### src/rtl/spi_flash_xip.sv
// Read-only APB execute-in-place window over SPI NOR flash (mode 0, cmd 0x03) with a one-line prefetch buffer.
// Hits and errors answer in the access cycle; a miss holds pready low for 2*DIV_HALF*(32+32*LINE_WORDS)+2 cycles.
`ifndef P_ADDR_W
`define P_ADDR_W 32
`endif
`ifndef P_DATA_W
`define P_DATA_W 32
`endif
`ifndef P_STRB_W
`define P_STRB_W 4
`endif

module spi_flash_xip #(
   parameter logic [31:0] FLASH_BASE = 32'h30000000,
   parameter int CS_NUM     = 2,
   parameter int LINE_WORDS = 4,
   parameter int DIV_HALF   = 1,
   parameter int TCSH       = 2
) (
   input  logic                 clk,
   input  logic                 resetn,
   input  logic [`P_ADDR_W-1:0] in_paddr,
   input  logic                 in_psel,
   input  logic                 in_penable,
   input  logic [2:0]           in_pprot,
   input  logic                 in_pwrite,
   input  logic [`P_DATA_W-1:0] in_pwdata,
   input  logic [`P_STRB_W-1:0] in_pstrb,
   output logic                 in_pready,
   output logic [`P_DATA_W-1:0] in_prdata,
   output logic                 in_pslverr,
   input  logic                 flush,
   output logic                 spi_clk,
   output logic [CS_NUM-1:0]    spi_cs,
   output logic                 spi_mosi,
   input  logic                 spi_miso
);
   localparam int CS_W  = (CS_NUM > 1) ? $clog2(CS_NUM) : 1;
   localparam int LB    = $clog2(LINE_WORDS * 4);
   localparam int WS_W  = (LINE_WORDS > 1) ? $clog2(LINE_WORDS) : 1;
   localparam int TAG_W = CS_W + 24 - LB;
   localparam int NBITS = 32 + 32 * LINE_WORDS;
   localparam int RX_W  = 32 * LINE_WORDS;
   localparam int BC_W  = $clog2(NBITS);
   localparam int DC_W  = (DIV_HALF > 1) ? $clog2(DIV_HALF) : 1;
   localparam int HC_W  = $clog2(TCSH + 2);
   localparam logic [31:0]     WIN_SIZE = 32'(CS_NUM) << 24;
   localparam logic [WS_W-1:0] WS_MASK  = WS_W'(LINE_WORDS - 1);

   typedef enum logic [1:0] {IDLE, CSGAP, SHIFT, FILL} state_t;
   state_t state, state_n;

   logic [31:0]                  off;
   logic [TAG_W-1:0]             cur_tag, req_tag, buf_tag, start_tag;
   logic [CS_W-1:0]              start_cs;
   logic [23:0]                  start_addr;
   logic [WS_W-1:0]              wsel;
   logic                         access, err, hit, miss, start, gap_ok, shift_done;
   logic                         valid, resp_pend, flush_pend, sclk_q, hi;
   logic [CS_NUM-1:0]            cs_q;
   logic [31:0]                  tx_q;
   logic [RX_W-1:0]              rx_q;
   logic [DC_W-1:0]              cnt;
   logic [BC_W-1:0]              bitc;
   logic [HC_W-1:0]              hc;
   logic [LINE_WORDS-1:0][31:0]  line_buf, line_data;
   logic                         unused_ok;

   assign unused_ok = ^{in_pprot, in_pwdata, in_pstrb};

   assign off       = in_paddr - FLASH_BASE;
   assign cur_tag   = {off[24 +: CS_W], off[23:LB]};
   assign wsel      = off[2 +: WS_W] & WS_MASK;
   assign access    = in_psel && in_penable;
   assign err       = in_pwrite || (off >= WIN_SIZE);
   assign hit       = valid && (buf_tag == cur_tag);
   assign gap_ok    = (int'(hc) + 1 >= TCSH);
   assign start_tag = (state == IDLE) ? cur_tag : req_tag;
   assign start_cs  = start_tag[TAG_W-1 -: CS_W];
   assign start_addr = {start_tag[23-LB:0], {LB{1'b0}}};
   assign shift_done = (state == SHIFT) && (cnt == DC_W'(DIV_HALF - 1)) && hi
                       && (bitc == BC_W'(NBITS - 1));

   assign spi_clk  = sclk_q;
   assign spi_cs   = cs_q;
   assign spi_mosi = tx_q[31];

   // First received byte of each word lands in bits [7:0].
   always_comb begin
      line_data = '0;
      for (int w = 0; w < LINE_WORDS; w++)
         for (int b = 0; b < 4; b++)
            line_data[w][8*b +: 8] = rx_q[RX_W-1-8*(4*w+b) -: 8];
   end

   always_ff @(posedge clk or negedge resetn) begin
      if (!resetn) state <= IDLE;
      else         state <= state_n;
   end

   always_comb begin
      state_n    = state;
      in_pready  = 1'b0;
      in_pslverr = 1'b0;
      in_prdata  = '0;
      miss       = 1'b0;
      start      = 1'b0;
      case (state)
         IDLE: begin
            if (resp_pend) begin
               in_pready = 1'b1;
               in_prdata = line_buf[wsel];
            end else if (access) begin
               if (err) begin
                  in_pready  = 1'b1;
                  in_pslverr = 1'b1;
               end else if (hit) begin
                  in_pready = 1'b1;
                  in_prdata = line_buf[wsel];
               end else begin
                  miss = 1'b1;
                  if (gap_ok) begin
                     start   = 1'b1;
                     state_n = SHIFT;
                  end else begin
                     state_n = CSGAP;
                  end
               end
            end
         end
         CSGAP: begin
            if (gap_ok) begin
               start   = 1'b1;
               state_n = SHIFT;
            end
         end
         SHIFT:   if (shift_done) state_n = FILL;
         FILL:    state_n = IDLE;
         default: state_n = IDLE;
      endcase
   end

   always_ff @(posedge clk or negedge resetn) begin
      if (!resetn) begin
         cs_q       <= '1;
         sclk_q     <= 1'b0;
         tx_q       <= '0;
         rx_q       <= '0;
         cnt        <= '0;
         hi         <= 1'b0;
         bitc       <= '0;
         valid      <= 1'b0;
         buf_tag    <= '0;
         req_tag    <= '0;
         resp_pend  <= 1'b0;
         flush_pend <= 1'b0;
         hc         <= HC_W'(TCSH);
      end else begin
         if (miss) begin
            req_tag    <= cur_tag;
            flush_pend <= 1'b0;
         end else if (flush && state != IDLE) begin
            flush_pend <= 1'b1;
         end
         resp_pend <= (state == FILL);
         // A flush seen at any point during the fetch keeps the new line invalid.
         if (state == FILL) begin
            valid   <= !(flush_pend || flush);
            buf_tag <= req_tag;
         end else if (flush) begin
            valid <= 1'b0;
         end
         if (start) begin
            cs_q   <= ~(CS_NUM'(1) << start_cs);
            sclk_q <= 1'b0;
            tx_q   <= {8'h03, start_addr};
            cnt    <= '0;
            hi     <= 1'b0;
            bitc   <= '0;
         end else if (state == SHIFT) begin
            if (cnt == DC_W'(DIV_HALF - 1)) begin
               cnt <= '0;
               if (!hi) begin
                  hi     <= 1'b1;
                  sclk_q <= 1'b1;
                  rx_q   <= {rx_q[RX_W-2:0], spi_miso};
               end else begin
                  hi     <= 1'b0;
                  sclk_q <= 1'b0;
                  tx_q   <= {tx_q[30:0], 1'b0};
                  if (bitc == BC_W'(NBITS - 1)) cs_q <= '1;
                  else                          bitc <= bitc + 1'b1;
               end
            end else begin
               cnt <= cnt + 1'b1;
            end
         end
         if (shift_done)          hc <= '0;
         else if (int'(hc) < TCSH) hc <= hc + 1'b1;
      end
   end

   always_ff @(posedge clk) begin
      if (state == FILL) line_buf <= line_data;
   end
endmodule

### config.mk
export PLATFORM = sky130hd
export DESIGN_NAME = spi_flash_xip
export DESIGN_NICKNAME = d
export VERILOG_FILES = /design/src/rtl/spi_flash_xip.sv
export SDC_FILE = /design/constraint.sdc
export NUM_CORES = 1
export LEC_CHECK = 0
export ABC_AREA = 1
export BUFFER_PORTS_ARGS = -buffer_cell sky130_fd_sc_hd__buf_2
export CAP_MARGIN = 30
export CORE_UTILIZATION = 55
export CTS_BUF_LIST = sky130_fd_sc_hd__clkbuf_8
export DETAILED_ROUTE_END_ITERATION = 12
export GPL_TIMING_DRIVEN = 0
export HOLD_SLACK_MARGIN = 0.03
export PLACE_DENSITY = 0.89
export REMOVE_ABC_BUFFERS = 1
export SLEW_MARGIN = 20
export SYNTH_ARGS = -nofsm -noshare
export SYNTH_HDL_FRONTEND = slang
export SYNTH_SLANG_ARGS = --single-unit
### constraint.sdc
create_clock -name clk -period 4.2 [get_ports clk]
set_input_delay 0.21 -clock clk [delete_from_list [all_inputs] [get_ports clk]]
set_output_delay 0.21 -clock clk [all_outputs]
set_load 0.02 [all_outputs]
==> reports/results.ini <==
[clock_tree]
cts_max_path_buffers=3
numClockSinks=344
clk_latency_ns=0.61
cts_root_buffer=clkbuf_8
cts.htree.levels=2
clk_pin_slew_ns=0.06
cts_tree=done
cts_buffers=52

[synth]
synth_xor_area_frac=0.00359
synth_compound_area_frac=0.0806
syn-cell-area_mm2=0.0146
ys.flop_type=dfrtp_1
synth_top_family_by_area=simple AND/OR/NAND/NOR gates
synth_warnings=0
synth_top_cell_by_area=dfrtp_1
synth_top_area_share=0.364
async_flop_share=0.628
synth_common_cells=nand2_1 (498), dfrtp_1 (213), nand3_1 (177), o21ai_0 (133), edfxtp_1 (128)
yosysSeqAreaShare=0.632
synth_edf_count=128
muxShareOfSynthArea=0.00154
synth_area_leaders=dfrtp_1 (36%), edfxtp_1 (26%), nand2_1 (13%)
ys_ff_latch=344
synth.most_common_cell=nand2_1
synthSimpleGateAreaFrac=0.226
synth_area_per_cell_um2=9.53
yosys.area_share.adder=0.00513
syn_inst=1537
ys_types=34

[worst_setup_path]
worstPathMaxFanout=70
cpMostUsedCell=nand2_8
critPathRequiredTime_ns=4.73
startpoint_type=flop
crit_chain=inv_1, ha_2, nand3_1, nor2_1, nand3_4, nand2_8, nand2_8, buf_16, nand2_8, buf_12, buf_12, nand2_1, nand2_1
ff2ff_path_depth=13
cp_data_arrival_time_ns=4.44
slowest_stage=dfrtp_1
slowest_delay_ns=0.46
r2r_slack_ns=0.29
cp-end-kind=flop
critical_path_class=reg2reg
regToRegStartpoint=state[0]
r2r-end=rx_q[58]

[global_routing]
grt_pass1_wl_um=55400
grt_pass1_vias=11500
grt_max_degree=93
antenna_found_initial=0
grt_overflow=0
track_usage=0.255

[floorplan]
dieArea_mm2=0.0273
die_h_um=165
coreArea_mm2=0.0261
ios=116
die_x_um=165
start_util=0.562
num_rows=59

[sta]
slew_viol_final=0
layout_setup_ws_ns=0.295
worstMarginPinSlew_ns=0.872
finalCriticalPeriod_ns=3.91
setup_viol=0
achievable-frequency_mhz=256
clock_skew_ns=0.0609
fin_crit_sh=0.930
hold_ws_ns=0.150
hold_viol=0
slew-limit-headroom=0.418
rsz0062_at_grt=false

[placed_design]
portBuffers=74
dp.cells=1868
dp_hpwl_um=19600
place.gp.congestion=0.827
place_ws_ns=-0.194

[final_layout]
fillerInstances=1897
drive_gt1_frac=0.118
final_cells=1993
area_delta_synth_final_pct=15.0
final_util=0.647
num_antenna_cells=0
final_net_count=1698

[power]
finalPower_w=0.00656
p_per_area_mw_per_mm2=390
cellLeakagePower_nw=7.84
vdd_drop_max_mv=0.278

[hold_path]
hp-class=in2async

[detailed_routing]
via_per_inst=5.77
ant_nets=0
wl_um=33800
drcViolationCount=0
drt_pass1_iterations=6
dr_total_vias=11500
wl_per_cell_um=17.0
drt-initial-drc-count=1370

[outcome]
status=finished, final reports clean

[flow_run]
drv_cap=0

sequential cells by signal (all words and copies together) (netlist names), 2 cells and up:
register	flops
bitc	8
tx_q	28
rx_q	128
line_buf	128
buf_tag	21
state	2
hc	2
spi_cs	2
req_tag	21
critical path: cells and delay by family (launching register included):
family                   cells  cell delay, ns
adder cells (fa/ha/maj)      1            0.30
buffers and inverters        4            0.99
flip-flops                   1            0.46
AND/OR/NAND/NOR              8            1.99
logic make-up (layout without fill, tap and decap cells):
family | Yosys count | in the layout
compound gates | 210 | 210
xor+xnor | 6 | 6
fa+ha+maj | 6 | 6
buf+inv | 170 | 290
flops | 344 | 344
mux | 2 | 2
simple gates | 799 | 800
power by group:
part           switching, W  internal (W)  leakage [nW]
Sequential        0.0000106       0.00348          3.84
Clock               0.00132       0.00155         0.638
Combinational      0.000134     0.0000690          3.37
layout by cell type, fill, tap and decap left out, types with 6 or more instances in the layout:
cell           count
dlygate4sd3_1     24
nor3_1             6
buf_2             72
o22a_1            30
clkbuf_8          66
nor2_1            99
nand4_1            9
buf_16             9
clkinv_2           9
inv_1             84
nand3_1          177
buf_12             7
edfxtp_1         128
nand2_1          495
o21ai_0          133
a21oi_1           41
dfrtp_1          213
metal layers:
layer / vias up / track usage / routed length (um)
met5: - / 0 / 0
met4: 0 / 0.0992 / 908
met3: 89 / 0.0462 / 2270
met2: 542 / 0.437 / 17300
met1: 5604 / 0.322 / 13400
li1: 5265 / - / -
final cells by class:
type,instances,area (um2),share of cell area
Clock buffer,66,908,0.0539
Clock inverter,32,206,0.0123
Inverter,73,275,0.0163
Multi-Input combinational cell,1024,4710,0.280
Sequential cell,344,9250,0.549
Tap cell,335,419,0.0249
Timing Repair Buffer,119,1070,0.0636
metrics by stage:
stage / area [um2] / setup TNS, ns
after floorplan: 14200 / -666.46
after global placement: 14900 / -1921.13
after detailed placement: 15400 / -9.34
after CTS: 16800 / 0
after global routing: 16800 / 0
final: 16800 / 0
worst max-delay path by stage:
stage	startpoint	to	cells past startpoint	slack (ns)
after floorplan	state[0]	rx_q[0]	7	-4.54
after global placement	state[0]	rx_q[52]	7	-10.10
after detailed placement	state[1]	rx_q[31]	13	-0.19
after CTS	state[1]	rx_q[58]	13	0.09
after global routing	state[0]	rx_q[123]	13	0.06
final	state[0]	rx_q[58]	13	0.29
repair_timing:
item,CTS,global route
endpoints found under the setup margin,56,56
gates resized for setup,2,2
hold buffers,24,0
cloned,0,1
hold endpoints to repair,123,0
buffers inserted,0,0
Power figures use the tool's default switching activity.
